File: src/rtl/tlb_maint_ctrl.sv
// TLB maintenance sequencer: TLBRD, TLBWR, TLBFILL and INVTLB.
// Owns the TLB read port and the write/invalidate strobes.
module tlb_maint_ctrl #(
    parameter int TLBNUM = 16,
    parameter int IDXW   = $clog2(TLBNUM)
) (
    input  logic            clk,
    input  logic            resetn,
    input  logic            req_valid,
    output logic            req_ready,
    input  logic [1:0]      req_op,
    input  logic [4:0]      req_inv_op,
    input  logic [IDXW-1:0] req_index,
    input  logic [9:0]      req_asid,
    input  logic [31:0]     req_va,
    output logic [IDXW-1:0] r_index,
    input  logic            r_e,
    input  logic            r_g,
    input  logic [5:0]      r_ps,
    input  logic [9:0]      r_asid,
    input  logic [18:0]     r_vppn,
    output logic            we,
    output logic [IDXW-1:0] w_index,
    output logic            inv_we,
    output logic [IDXW-1:0] inv_index,
    output logic            rd_valid,
    output logic            done,
    output logic            busy
);

    localparam logic [1:0] S_IDLE = 2'd0;
    localparam logic [1:0] S_RD   = 2'd1;
    localparam logic [1:0] S_WR   = 2'd2;
    localparam logic [1:0] S_INV  = 2'd3;

    localparam logic [1:0] OP_FILL = 2'd2;
    localparam logic [1:0] OP_INV  = 2'd3;

    logic [1:0]      r_state;
    logic [1:0]      w_next_state;
    logic [1:0]      r_op;
    logic [4:0]      r_inv_op;
    logic [IDXW-1:0] r_lat_index;
    logic [9:0]      r_lat_asid;
    logic [18:0]     r_lat_va;
    logic [IDXW-1:0] r_cnt;
    logic [IDXW-1:0] r_fill;

    logic w_accept;
    logic w_last;
    logic w_vmatch;
    logic w_amatch;
    logic w_match;
    logic w_unused;

    assign w_accept = (r_state == S_IDLE) && req_valid;
    assign w_last   = (r_cnt == IDXW'(TLBNUM - 1));
    assign w_unused = ^req_va[12:0];

    assign w_vmatch = (r_ps == 6'd21) ?
                      (r_vppn[18:9] == r_lat_va[18:9]) :
                      (r_vppn == r_lat_va);
    assign w_amatch = (r_asid == r_lat_asid);

    // INVTLB match rule for the entry currently on the read port
    always_comb begin
        w_match = 1'b0;
        case (r_inv_op)
            5'd0, 5'd1: w_match = 1'b1;
            5'd2:       w_match = r_g;
            5'd3:       w_match = ~r_g;
            5'd4:       w_match = ~r_g & w_amatch;
            5'd5:       w_match = ~r_g & w_amatch & w_vmatch;
            5'd6:       w_match = (r_g | w_amatch) & w_vmatch;
            default:    w_match = 1'b0;
        endcase
    end

    // state register
    always_ff @(posedge clk) begin
        if (!resetn) begin
            r_state <= S_IDLE;
        end else begin
            r_state <= w_next_state;
        end
    end

    // next-state: unknown INVTLB ops reuse the one-cycle WR slot as a no-op
    always_comb begin
        w_next_state = r_state;
        unique case (r_state)
            S_IDLE: begin
                if (req_valid) begin
                    unique case (req_op)
                        2'd0:    w_next_state = S_RD;
                        2'd1:    w_next_state = S_WR;
                        2'd2:    w_next_state = S_WR;
                        default: w_next_state =
                            (req_inv_op > 5'd6) ? S_WR : S_INV;
                    endcase
                end
            end
            S_RD:    w_next_state = S_IDLE;
            S_WR:    w_next_state = S_IDLE;
            default: w_next_state = w_last ? S_IDLE : S_INV;
        endcase
    end

    // request latch, walk counter and fill pointer
    always_ff @(posedge clk) begin
        if (!resetn) begin
            r_op        <= 2'd0;
            r_inv_op    <= 5'd0;
            r_lat_index <= '0;
            r_lat_asid  <= 10'd0;
            r_lat_va    <= 19'd0;
            r_cnt       <= '0;
            r_fill      <= '0;
        end else begin
            if (w_accept) begin
                r_op        <= req_op;
                r_inv_op    <= req_inv_op;
                r_lat_index <= req_index;
                r_lat_asid  <= req_asid;
                r_lat_va    <= req_va[31:13];
            end
            if (r_state == S_INV) begin
                r_cnt <= r_cnt + IDXW'(1);
            end
            if (r_state == S_WR && r_op == OP_FILL) begin
                r_fill <= r_fill + IDXW'(1);
            end
        end
    end

    // outputs decoded from the current state
    always_comb begin
        req_ready = 1'b0;
        busy      = 1'b1;
        r_index   = '0;
        we        = 1'b0;
        w_index   = '0;
        inv_we    = 1'b0;
        inv_index = '0;
        rd_valid  = 1'b0;
        done      = 1'b0;
        unique case (r_state)
            S_IDLE: begin
                req_ready = 1'b1;
                busy      = 1'b0;
            end
            S_RD: begin
                r_index  = r_lat_index;
                rd_valid = 1'b1;
                done     = 1'b1;
            end
            S_WR: begin
                we      = (r_op != OP_INV);
                w_index = (r_op == OP_INV)  ? '0 :
                          (r_op == OP_FILL) ? r_fill : r_lat_index;
                done    = 1'b1;
            end
            default: begin
                r_index   = r_cnt;
                inv_we    = r_e & w_match;
                inv_index = (r_e & w_match) ? r_cnt : '0;
                done      = w_last;
            end
        endcase
    end

endmodule

File: config.mk
export PLATFORM = sky130hd
export DESIGN_NAME = tlb_maint_ctrl
export DESIGN_NICKNAME = d
export VERILOG_FILES = /design/src/rtl/tlb_maint_ctrl.sv
export SDC_FILE = /design/constraint.sdc
export NUM_CORES = 1
export LEC_CHECK = 0
export ABC_AREA = 1
export BUFFER_PORTS_ARGS = -buffer_cell sky130_fd_sc_hd__buf_2
export CELL_PAD_IN_SITES_DETAIL_PLACEMENT = 1
export CELL_PAD_IN_SITES_GLOBAL_PLACEMENT = 1
export CORE_MARGIN = 2
export CORE_UTILIZATION = 34
export CTS_CLUSTER_DIAMETER = 60
export DETAILED_ROUTE_END_ITERATION = 6
export PLACE_DENSITY_LB_ADDON = 0.1
export SYNTH_ARGS = -nofsm -noshare
export SYNTH_HDL_FRONTEND = slang
export SYNTH_SLANG_ARGS = --single-unit
File: constraint.sdc
create_clock -name clk -period 4.73 [get_ports clk]
set_clock_uncertainty 0.15 [all_clocks]
set_input_delay 0.2365 -clock clk [delete_from_list [all_inputs] [get_ports clk]]
set_output_delay 0.2365 -clock clk [all_outputs]
set_load 0.005 [all_outputs]
# ---- Word level (Yosys, flattened, before mapping)
# Index checks and enable logic that the tools add are counted.
dict set report totals {
  output_inout_bits 18
  reg_bits 50
  wordCells 66
  input_bits 93
}
dict set report classes {
  n_mux 19
  bitwise 6
  n_eq_ne 20
  n_reduce_logical 10
  add_sub_neg 2
  order_cmp 1
}
# op count
set op_table {}
lappend op_table {{$eq 10x10->1} 2}
lappend op_table {{$mux 4} 5}
lappend op_table {{$eq 19x19->1} 1}
lappend op_table {{$eq 5x3->1 const B} 3}
lappend op_table {{$eq 2x2->1 const B} 5}
lappend op_table {{$eq 5x2->1 const B} 2}
lappend op_table {{$add 4x1->4 const B} 2}
lappend op_table {{$pmux 2 s2} 2}
lappend op_table {{$pmux 4 s2} 1}
lappend op_table {{$reduce_or 2->1} 4}
lappend op_table {{$mux 1} 7}
lappend op_table {{$eq 6x5->1 const B} 1}
lappend op_table {{$pmux 1 s6} 1}
lappend op_table {{$eq 5x1->1 const B} 1}
lappend op_table {{$gt 5x3->1 const B} 1}
lappend op_table {{$logic_not 5->1} 1}
lappend op_table {{$and 1x1->1} 4}
lappend op_table {{$eq 2x1->1 const B} 2}
lappend op_table {{$eq 4x4->1 const B} 1}
lappend op_table {{$logic_not 2->1} 2}
lappend op_table {{$mux 2} 2}
lappend op_table {{$ne 2x2->1 const B} 2}
lappend op_table {{$reduce_or 3->1} 1}
lappend op_table {{$logic_and 1x1->1} 2}
lappend op_table {{other kinds (3)} 3}

# ---- Depth between registers and ports, before layout
dict set report logic_depth {
  word_depth 7
  mapped_depth 12
  mapped_depth_nobuf 12
}

# ---- Worst setup path after synthesis
# Ideal clock, no wire load.
dict set report synth_path {
  path_type {flip-flop to flip-flop}
  startpoint {register r_state[0]}
  endpoint {register r_inv_op[1]}
  stages_incl_launch_ff 7
  setup_slack_ps 3198
  path_buffers 2
  period_less_slack_ps 1532
  required_ps 4452
  setup_time_ps 128
  arrival_time_ps 1253
  path_cell_list {dfxtp_1 inv_1 ha_1 nand2_1 buf_2 clkbuf_1 a21oi_1}
}
dict set report synth_via {
  elab_chain_cells 2
}
# item line_no
set synth_rtl {}
lappend synth_rtl {{start: declaration} 39} ;# logic [1:0] r_state;
lappend synth_rtl {{start signal: assignment} 84} ;# r_state <= w_next_state;
lappend synth_rtl {{$logic_not 2->1} 56} ;# assign w_accept = (r_state == S_IDLE) && req_valid;
lappend synth_rtl {{$logic_and 1x1->1} 56}
lappend synth_rtl {{end signal: assignment} 122} ;# r_inv_op <= req_inv_op;
lappend synth_rtl {{end: declaration} 42} ;# logic [4:0] r_inv_op;
# No other way between the ends.
# A chain may end at the register's enable or synchronous reset.

# ---- Worst setup path in the final report
dict set report layout_path {
  startpoint {register r_lat_asid[6]}
  endpoint {output port inv_index[2]}
}
dict set report layout_via {
  elab_chain_cells 7
}
# item line_no
set layout_rtl {}
lappend layout_rtl {{start: declaration} 44} ;# logic [9:0] r_lat_asid;
lappend layout_rtl {{start signal: assignment} 124} ;# r_lat_asid <= req_asid;
lappend layout_rtl {{$eq 10x10->1 *} 63} ;# assign w_amatch = (r_asid == r_lat_asid);
lappend layout_rtl {{$or 1x1->1 / $and 1x1->1 (equally long branches)} {74, 72, 73}}
lappend layout_rtl {{$and 1x1->1, on equally long branches} {74, 73}}
lappend layout_rtl {{$pmux 1 s6 *} 68} ;# case (r_inv_op)
lappend layout_rtl {{$and 1x1->1 *} 166} ;# inv_index = (r_e & w_match) ? r_cnt : '0;
lappend layout_rtl {{$mux 4 *} 166}
lappend layout_rtl {{$mux 4 *} 147} ;# unique case (r_state)
lappend layout_rtl {{end: declaration} 25} ;# output logic [IDXW-1:0] inv_index,
# Mark *: on every way between the ends. The rest lies on a longest branch, timed or not.

==> results.md <==
- Status: completed
- Layout area overhead: 25.7%
- Syn. warnings: 0
- Number of buffers created by CTS: 5
- Largest family of logic cells by synthesized area: simple AND/OR/NAND/NOR gates
- Fin crit share: 44.8%
- Die Ht: 92.0 µm
- Ratio of cells with drive above 1 in the final layout: 23.0%
- Cells after DPL: 589
- Kind of critical path: reg2out
- Mapped cell area: 2630 µm²
- Reg clk slew, reported paths: 0.09 ns
- Area after DPL: 3200 µm²
- Crit end category: output pin
- Most used cell, CP: nand2_1
- Final min period: 2.12 ns
- Post-Synth Adder-Cell Area: 3.33%
- Slowest-stage cell, CP: dfxtp_1
- Number of core rows: 32
- Pins Over Slew Limit: 0
- Syn nets: 503
- Clock buffer depth: 2
- Initial Utilization: 34.6%
- Leakage: 0.00166 µW
- Worst-Margin Slew: 0.798 ns
- Worst skew pair latency: 0.30 ns
- CTS Root Cell: clkbuf_8
- Avg WL per Cell: 12.1 µm
- Placeable core area: 7610 µm²
- Max-slew headroom: 46.8%
- Hpwl dp: 5390 µm
- Final hold violations: 0
- Synth Area in Simple Gates: 26.6%
- Maximum VDD drop: 279 µV
- Non-filler instance count after layout: 597
- First-pass GRT wire length: 12400 µm
- Arrival time worst endpoint: 1.73 ns
- Total track usage: 17.9%
- Vias in the first global route: 2768
- Sequential area share after synthesis: 38.0%
- Initial antenna violation count: 0
- DRT Pass-1 Iters: 4
- TNS Setup: 0 ns
- Post-synthesis average cell area: 6.53 µm²
- Cell chain of the critical path: inv_1 > nand2_1 > nand2_1 > nor2_1 > nand2_1 > nor2_2 > nand2_1 > nand2_1 > nand3_1 > nand2_1 > nand2_2 > nor2_1 > buf_2
- PortBufs: 97
- Post-synthesis compound-gate area fraction: 17.9%
- Via count: 2739
- Total wire length: 7240 µm
- Max-Cap Viols: 0
- RSZ-0062 raised after global routing: false
- DIE AREA: 8460 µm²
- Vias/cell: 4.59
- Mapped Cells: 403
- Fmax: 472 MHz
- Number of setup buffers added after CTS: 0
- R2r setup slk: 2.84 ns
- CTS tree: built
- Final setup violation count: 0
- Xor/xnor share of the synthesized area: 3.00%
- Inserted Diodes: 0
- Worst-path maximum fanout: 5
- Largest net degree at the start of global routing: 65
- Largest stage delay, worst path: 0.34 ns
- Pwr per Cell Area: 333 nW/µm²
- # IOs: 111
- Die Wd: 92.0 µm
- Nets@finish: 594
- CTS Hold Bufs: 0
- Post-CTS Resized: 0
- Post-synthesis mux area share: 0%
- Hold crit path type: in2reg
- Synth cell types: 25
- Clk sinks: 50
- Startpoint types: flop
- RePlAce Congestion: 0.754
- Grt ovf: 0
- Initial drt markers: 61
- WP data required: 4.34 ns
- H-Tree Depth: 2
- Yosys reg bits: 50
- Final instance area: 3310 µm²
- DR DRC count: 0
- Routed Antenna Nets: 0
==> synthesized netlist by cell type <==
master	number	area share, %
or3_1	1	0.24
o211ai_1	1	0.29
nor2_1	64	9.1
nand4_1	5	1.2
nor4_1	2	0.48
clkbuf_1	11	1.6
nand2_2	2	0.48
nand2_1	78	11
xor2_1	2	0.67
and3_1	1	0.24
ha_1	7	3.3
o21ai_0	53	10
buf_2	3	0.57
nor2_4	1	0.43
inv_1	63	9.0
a21boi_0	1	0.29
nor3_2	2	0.76
a221o_1	1	0.38
a21oi_1	31	5.9
nor3_1	2	0.38
xnor2_1	7	2.3
nand3_1	9	1.7
nor2_2	2	0.48
o22ai_1	4	0.95
dfxtp_1	50	38
==> layout make-up <==
class / count / area (µm²)
Clock buffer: 5 / 68.8
Clock inverter: 3 / 40.0
Fill cell: 1063 / 4300
Inverter: 63 / 236
Multi-Input combinational cell: 276 / 1340
Sequential cell: 50 / 1000
Tap cell: 102 / 128
Timing Repair Buffer: 98 / 493
==> worst max-delay path: cells and delay by family, from the launching register on <==
kind / cells / cell delay, ns
buffers and inverters: 2 / 0.17
flip-flops: 1 / 0.34
AND/OR/NAND/NOR: 11 / 0.92
==> worst paths after layout <==
check | start | to | cells after the start
min reg2reg | r_lat_va[18] | r_lat_va[18] | 2
min | req_va[14] | r_lat_va[1] | 3
max reg2reg | r_state[0] | r_inv_op[0] | 6
max | r_lat_asid[6] | inv_index[2] | 13
==> registers in the layout, indices dropped and copies added (netlist names) <==
register / count
r_fill: 4
r_lat_index: 4
r_lat_asid: 10
r_inv_op: 5
r_op: 2
r_cnt: 4
r_state: 2
r_lat_va: 19
==> layout by cell type (no fill, tap or decap) <==
master     netlist  layout
o211ai_1         1       1
a21boi_0         1       1
nand3_1          9       9
inv_1           63      63
o21ai_0         53      53
ha_1             7       7
buf_4            0       1
or3_1            1       1
nand4_1          5       5
nor2_2           2       2
a21oi_1         31      31
nor2_1          64      64
o22ai_1          4       4
nand2_1         78      77
and3_1           1       1
xor2_1           2       2
dfxtp_1         50      50
xnor2_1          7       7
clkinv_2         0       2
nor4_1           2       2
nand2_2          2       3
clkbuf_8         0       5
nor3_2           2       2
a221o_1          1       1
nor3_1           2       2
buf_2            3      97
nor2_4           1       1
bufinv_16        0       1
==> per-stage QoR <==
| stage | setup WS [ns] | hold slack, ns | util, % | total power, µW |
|---|---|---|---|---|
| after floorplan | 3.20 | 0.253 | - | 707 |
| after global placement | 2.87 | 0.303 | 42.0 | 799 |
| after detailed placement | 2.85 | 0.316 | 42.0 | 812 |
| after CTS | 2.54 | 0.0204 | 43.5 | 1120 |
| after global routing | 2.37 | 0.0320 | 43.5 | 1190 |
| final | 2.61 | 0.0301 | 43.5 | 1100 |
==> report_power, final <==
part           leakage (µW)  internal [µW]  switching [µW]
registers          0.000412            476            34.2
clock network     0.0000579            156             146
logic               0.00119            115             173
==> metal layers <==
layer,wire [µm],up-vias,track usage (%)
li1,-,1447,-
met1,3330,1233,21.8
met2,3530,53,32.4
met3,335,6,3.94
met4,53,0,3.36
met5,0,-,0
==> cells by family after synthesis <==
| logic type | Yosys count |
|---|---|
| compound gates | 91 |
| flops | 50 |
| fa+ha+maj | 7 |
| xor+xnor | 9 |
| simple gates | 169 |
| buf+inv | 77 |
(Power assumes the default switching activity.)
